<file path="src/rtl/spi_arbiter.sv">
// rtl/spi_arbiter.sv - round-robin arbiter sharing one SPI master between two requesters
// Optional watchdog abort of hung transfers: define SPI_TIMEOUT_EN.

module spi_arbiter #(
    parameter int TIMEOUT_CYCLES = 4096
) (
    input  logic        clk,
    input  logic        rst,
    input  logic        req0,
    input  logic [2:0]  ss0,
    input  logic [15:0] data0,
    input  logic        req1,
    input  logic [2:0]  ss1,
    input  logic [15:0] data1,
    output logic        gnt0,
    output logic        gnt1,
    output logic        done0,
    output logic        done1,
    output logic        err,
    output logic        ovf0,
    output logic        ovf1,
    output logic [7:0]  rdata,
    output logic        busy,
    output logic        wrt_SPI,
    output logic [15:0] SPI_data,
    output logic [2:0]  ss,
    input  logic        SPI_done,
    input  logic [7:0]  EEP_data
);
    localparam logic ST_IDLE = 1'b0;
    localparam logic ST_WAIT = 1'b1;

    logic        state_q, state_d;
    logic        last_q, last_d;
    logic        cur_q, cur_d;
    logic        pend0_q, pend0_d, pend1_q, pend1_d;
    logic [2:0]  sss0_q, sss0_d, sss1_q, sss1_d;
    logic [15:0] sdat0_q, sdat0_d, sdat1_q, sdat1_d;
    logic        gnt0_q, gnt0_d, gnt1_q, gnt1_d;
    logic        done0_q, done0_d, done1_q, done1_d;
    logic        err_q, err_d, ovf0_q, ovf0_d, ovf1_q, ovf1_d;
    logic        wrt_q, wrt_d;
    logic [7:0]  rdata_q, rdata_d;
    logic [15:0] spi_data_q, spi_data_d;
    logic [2:0]  ss_q, ss_d;

    logic grant0, grant1, launch, complete, expire, finish, cap0, cap1;

    // last_q names the requester served most recently in a tie; the other one wins the next tie
    assign grant0   = (state_q == ST_IDLE) && pend0_q && (!pend1_q || last_q);
    assign grant1   = (state_q == ST_IDLE) && pend1_q && (!pend0_q || !last_q);
    assign launch   = grant0 || grant1;
    // wrt_q marks the first WAIT cycle, in which SPI_done is not yet meaningful
    assign complete = (state_q == ST_WAIT) && !wrt_q && SPI_done;

`ifdef SPI_TIMEOUT_EN
    localparam int CNT_W = $clog2(TIMEOUT_CYCLES + 1);
    logic [CNT_W-1:0] cnt_q, cnt_d;

    assign expire = (state_q == ST_WAIT) && (cnt_q == CNT_W'(TIMEOUT_CYCLES)) && !complete;
    assign cnt_d  = launch ? '0 : ((state_q == ST_WAIT) ? cnt_q + CNT_W'(1) : cnt_q);

    always_ff @(posedge clk or posedge rst) begin
        if (rst) cnt_q <= '0;
        else     cnt_q <= cnt_d;
    end
`else
    assign expire = 1'b0;
`endif

    assign finish = complete || expire;
    // a slot being granted this cycle counts as free, so a same-cycle strobe refills it
    assign cap0   = req0 && (!pend0_q || grant0);
    assign cap1   = req1 && (!pend1_q || grant1);

    always_comb begin
        state_d    = state_q;
        last_d     = last_q;
        cur_d      = cur_q;
        spi_data_d = spi_data_q;
        ss_d       = ss_q;
        rdata_d    = complete ? EEP_data : rdata_q;
        if (launch) begin
            state_d    = ST_WAIT;
            cur_d      = grant1;
            if (pend0_q && pend1_q) last_d = grant1;
            spi_data_d = grant1 ? sdat1_q : sdat0_q;
            ss_d       = grant1 ? sss1_q : sss0_q;
        end else if (finish) begin
            state_d = ST_IDLE;
        end
        pend0_d = cap0 ? 1'b1 : (grant0 ? 1'b0 : pend0_q);
        pend1_d = cap1 ? 1'b1 : (grant1 ? 1'b0 : pend1_q);
        sss0_d  = cap0 ? ss0 : sss0_q;
        sss1_d  = cap1 ? ss1 : sss1_q;
        sdat0_d = cap0 ? data0 : sdat0_q;
        sdat1_d = cap1 ? data1 : sdat1_q;
        wrt_d   = launch;
        gnt0_d  = grant0;
        gnt1_d  = grant1;
        done0_d = finish && !cur_q;
        done1_d = finish && cur_q;
        err_d   = expire;
        ovf0_d  = req0 && !cap0;
        ovf1_d  = req1 && !cap1;
    end

    always_ff @(posedge clk or posedge rst) begin
        if (rst) begin
            state_q    <= ST_IDLE;
            last_q     <= 1'b1;
            cur_q      <= 1'b0;
            pend0_q    <= 1'b0;
            pend1_q    <= 1'b0;
            sss0_q     <= '0;
            sss1_q     <= '0;
            sdat0_q    <= '0;
            sdat1_q    <= '0;
            gnt0_q     <= 1'b0;
            gnt1_q     <= 1'b0;
            done0_q    <= 1'b0;
            done1_q    <= 1'b0;
            err_q      <= 1'b0;
            ovf0_q     <= 1'b0;
            ovf1_q     <= 1'b0;
            wrt_q      <= 1'b0;
            rdata_q    <= '0;
            spi_data_q <= '0;
            ss_q       <= '0;
        end else begin
            state_q    <= state_d;
            last_q     <= last_d;
            cur_q      <= cur_d;
            pend0_q    <= pend0_d;
            pend1_q    <= pend1_d;
            sss0_q     <= sss0_d;
            sss1_q     <= sss1_d;
            sdat0_q    <= sdat0_d;
            sdat1_q    <= sdat1_d;
            gnt0_q     <= gnt0_d;
            gnt1_q     <= gnt1_d;
            done0_q    <= done0_d;
            done1_q    <= done1_d;
            err_q      <= err_d;
            ovf0_q     <= ovf0_d;
            ovf1_q     <= ovf1_d;
            wrt_q      <= wrt_d;
            rdata_q    <= rdata_d;
            spi_data_q <= spi_data_d;
            ss_q       <= ss_d;
        end
    end

    assign gnt0     = gnt0_q;
    assign gnt1     = gnt1_q;
    assign done0    = done0_q;
    assign done1    = done1_q;
    assign err      = err_q;
    assign ovf0     = ovf0_q;
    assign ovf1     = ovf1_q;
    assign rdata    = rdata_q;
    assign busy     = (state_q == ST_WAIT);
    assign wrt_SPI  = wrt_q;
    assign SPI_data = spi_data_q;
    assign ss       = ss_q;

endmodule
</file>
<file path="config.mk">
export PLATFORM = sky130hd
export DESIGN_NAME = spi_arbiter
export DESIGN_NICKNAME = d
export VERILOG_FILES = /design/src/rtl/spi_arbiter.sv
export SDC_FILE = /design/constraint.sdc
export NUM_CORES = 1
export LEC_CHECK = 0
export ABC_AREA = 1
export CAP_MARGIN = 25
export CORE_UTILIZATION = 45
export DETAILED_ROUTE_END_ITERATION = 10
export PLACE_DENSITY = 0.84
export SLEW_MARGIN = 20
export SYNTH_ARGS = -nofsm -noshare
export SYNTH_HDL_FRONTEND = slang
export SYNTH_SLANG_ARGS = --single-unit
export TNS_END_PERCENT = 30
</file>
<file path="constraint.sdc">
create_clock -name clk -period 6.3 [get_ports clk]
set_input_delay 1.575 -clock clk [delete_from_list [all_inputs] [get_ports clk]]
set_output_delay 1.575 -clock clk [all_outputs]
set_load 0.02 [all_outputs]
</file>
# Word-level counts from Yosys, hierarchy flattened
# Index checks and enable logic that the tools add are counted.
[totals]
ff_bits = 77
in_bits = 51
out_inout_bits = 36
word_cells = 57
[op_classes]
n_mux = 8
bitwise = 1
reduce_logical = 29
[op_table]
columns = ["operator", "count"]
rows = [
  ["$mux W16", 1],
  ["$logic_and A1 B1 Y1", 13],
  ["$logic_not A1 Y1", 7],
  ["$mux W1", 6],
  ["$reduce_bool A2 Y1", 3],
  ["$logic_or A1 B1 Y1", 5],
  ["$mux W3", 1],
  ["$reduce_and A2 Y1", 1],
  ["$not A1 Y1", 1],
]

# Longest topological paths before layout
[logic_depth]
ltp_word = 7
depth_mapped = 8
ltp_nobuf = 7

# Worst setup path before layout
# OpenSTA, ideal clock, no wires.
[synth_timing]
kind = "input to register"
startpoint = "input SPI_done"
endpoint = "register rdata_q[0] (netlist: rdata[0])"
t_arrival_ns = 2.187
slack_ns = 3.996
cell_stages = 6
path_buffers = 1
path_cell_list = "nand2_1 -> nor2_2 -> inv_1 -> buf_2 -> nand2_1 -> nand2_1"
[synth_between]
elab_chain_cells = 1
[synth_lines]
columns = ["element", "line", "rtl"]
rows = [
  ["from (decl)", "27", "input logic SPI_done,"],
  ["$logic_and A1 B1 Y1", "54", "assign complete = (state_q == ST_WAIT) && !wrt_q && SPI_done;"],
  ["to (signal assigned)", "148", "rdata_q <= rdata_d;"],
  ["to (decl)", "43", "logic [7:0] rdata_q, rdata_d;"],
]
# Every way passes these cells.
# A chain may end at the register's enable or synchronous reset.

# Worst setup path in the final report
[layout_timing]
startpoint = "register state_q (netlist: busy)"
endpoint = "output busy"
[layout_rtl]
columns = ["element", "line", "rtl"]
rows = [
  ["from (decl)", "33", "logic state_q, state_d;"],
  ["from (signal assigned)", "131", "state_q <= state_d;"],
  ["to (decl)", "23", "output logic busy,"],
]
# No word-level cell between the ends.

==> results.sh <==
export IMPL_finalSetupTns_ns=0
export IMPL_insertion_delay_ns=0.34
export IMPL_crit_slowest_cell="clkdlybuf4s50_1"
export IMPL_crit_path_max_fanout=6
export IMPL_start_kind="register"
export IMPL_die_h_um=87.5
export IMPL_period_share=0.481
export IMPL_grt_max_degree=78
export IMPL_boundaryPins=87
export IMPL_initial_core_util=0.474
export IMPL_syn_num_nets=439
export IMPL_gr_total_overflow=0
export IMPL_ctsResizeCount=0
export IMPL_hold_path_class="register to register"
export IMPL_slew_viol_final=0
export IMPL_final_setup_viol_count=0
export IMPL_ant_nets=0
export IMPL_gp_congestion=0.802
export IMPL_ys_ff_latch=77
export IMPL_routed_via_density=4.87
export IMPL_first_global_vias=2580
export IMPL_path_buf_inv=1
export IMPL_cts_hold_buf=0
export IMPL_cts_made_buffers=9
export IMPL_drt_initial_drc_count=299
export IMPL_syn_inst=388
export IMPL_timing_final_crit_period_ns=3.03
export IMPL_synth_avg_cell_area_um2=8.48
export IMPL_nFillCells=593
export IMPL_criticalPathCategory="register to primary output"
export IMPL_clock_path_buffers=2
export IMPL_die_area_um2=7660
export IMPL_max_stage_delay_ns=0.65
export IMPL_synth_warning_count=0
export IMPL_fmax_mhz=330
export IMPL_critical_path_top_delay_family="buffers and inverters"
export IMPL_ir_worst_vdd_uv=182
export IMPL_synth_area_um2=3290
export IMPL_yosysUniqueCellTypes=17
export IMPL_post_dp_hpwl_um=5140
export IMPL_antenna_cells=0
export IMPL_grt_pass1_wl_um=11900
export IMPL_max_slew_margin=0.340
export IMPL_yosysSeqAreaShare=0.586
export IMPL_cts_tree="yes"
export IMPL_cts_root_buf="clkbuf_8"
export IMPL_cts_clk_slew_worst_paths_ns=0.07
export IMPL_cp_end_kind="primary output"
export IMPL_multi_input_area_um2=1140
export IMPL_cp_arrival_ns=1.45
export IMPL_routed_wl_um=7300
export IMPL_grt_use_total=0.205
export IMPL_worstMarginPinSlew_ns=0.990
export IMPL_area_delta_synth_final_pct=32.0
export IMPL_outcome="finished clean"
export IMPL_power_leakage_uw=0.00224
export IMPL_clkSinkCount=77
export IMPL_core_area_um2=6940
export IMPL_finalHoldViolations=0
export IMPL_powerDensity_nw_per_um2=487
export IMPL_antenna_found_initial=0
export IMPL_wl_per_cell_um=13.0
export IMPL_p_total_uw=2120
export IMPL_cp_cell_sequence="clkdlybuf4s50_1"
export IMPL_vias=2741
export IMPL_drive_gt1_frac=0.0514
export IMPL_post_cts_buffers=0
export IMPL_firstDrtPassIters=4
export IMPL_die_w_um=87.5
export IMPL_max_cap_violations=0
export IMPL_fin_worst_skew_ns=0.00760
export IMPL_rows=30
export IMPL_rsz0062_at_grt="no"
export IMPL_drc_errors=0
export IMPL_htree_levels=3
export IMPL_ff_latch_area_um2=1930
export IMPL_nets=514
export IMPL_required_ns=4.72
export IMPL_io_buffers=85
-- logic make-up (layout without fill, tap and decap cells) --
kind of cell	count (synthesis)	count (layout)	share of synthesized area
AO/OA/AOI/OAI	3	3	0.00456
buffers and inverters	52	131	0.0669
flip-flops	77	77	0.586
other	1	1	0.00114
AND/OR/NAND/NOR	255	255	0.341
-- area by class of cell --
type                       instances  share of cell area
sequential                        77               0.444
multi-input combinational        259               0.264
timing repair buffer              86               0.198
clock buffer                      14              0.0398
tap                               96              0.0277
inverter                          30              0.0262
clock inverter                     1             0.00115
-- final timing paths --
| check | depth (start not counted) | slack (ns) | startpoint | end |
|---|---|---|---|---|
| max | 1 | 3.27 | busy$_DFFE_PP0P_ | busy |
| max reg2reg | 6 | 3.56 | busy$_DFFE_PP0P_ | sss1_q[1]$_DFFE_PP0P_ |
| min | 1 | 0.43 | cur_q$_DFFE_PP0P_ | done0$_DFF_PP0_ |
| min in group asynchronous | 3 | 1.84 | rst | SPI_data[15]$_DFFE_PP0P_ |
| min reg2reg | 1 | 0.43 | cur_q$_DFFE_PP0P_ | done0$_DFF_PP0_ |
| max in group asynchronous | 3 | 3.86 | rst | rdata[7]$_DFFE_PP0P_ |
-- routing by layer --
layer  global-route usage  routed length (µm)
met5                    0                   0
met4               0.0671                  95
met3               0.0474                 496
met2                0.338                3410
met1                0.267                3300
-- metrics by stage --
| step | instance area (µm²) | hold slack [ns] | util | setup slack (ns) | cells |
|---|---|---|---|---|---|
| 2_1_floorplan | 3290 | 0.403 | - | 2.76 | 388 |
| 3_3_place_gp | 4170 | 0.408 | 0.600 | 3.09 | 548 |
| 3_5_place_dp | 4170 | 0.415 | 0.600 | 3.05 | 548 |
| 4_1_cts | 4340 | 0.426 | 0.625 | 3.26 | 563 |
| 5_1_grt | 4340 | 0.447 | 0.625 | 3.20 | 563 |
| 6_report | 4340 | 0.429 | 0.625 | 3.27 | 563 |
-- sequential cells by signal, summed over array words and instances (netlist names) --
name	cells
last_q	1
gnt1	1
SPI_data	16
sdat0_q	16
cur_q	1
sss0_q	3
done0	1
wrt_SPI	1
pend0_q	1
ovf0	1
busy	1
gnt0	1
ovf1	1
sss1_q	3
done1	1
pend1_q	1
ss	3
rdata	8
sdat1_q	16
-- report_power, final --
part / total, µW / internal [µW] / switching [µW]
Clock: 337 / 173 / 163
Sequential: 840 / 718 / 122
Combinational: 939 / 375 / 564
Total: 2120 / 1270 / 849
-- cell usage after synthesis, drive strengths merged --
master,number,share of area
nand2,172,0.20
dfrtp,76,0.58
nand3,57,0.087
inv,30,0.034
nand3b,19,0.043
buf,17,0.027
nor2,7,0.0095
clkbuf,5,0.0057
o21ai,2,0.0030
a21oi,1,0.0015
conb,1,0.0011
dfstp,1,0.0080
-- cells in the final DEF, fill, tap and decap left out --
master	instances
inv_1	29
clkinv_2	2
dfstp_2	1
a21oi_2	1
o21ai_0	2
clkbuf_1	2
nand3_1	57
nor2_1	5
nand2_2	4
nor2_2	2
conb_1	1
dfrtp_1	76
clkdlybuf4s50_1	85
clkbuf_8	12
buf_4	1
nand3b_1	19
nand2_1	167
nand2_4	1
(Power assumes the default switching activity.)
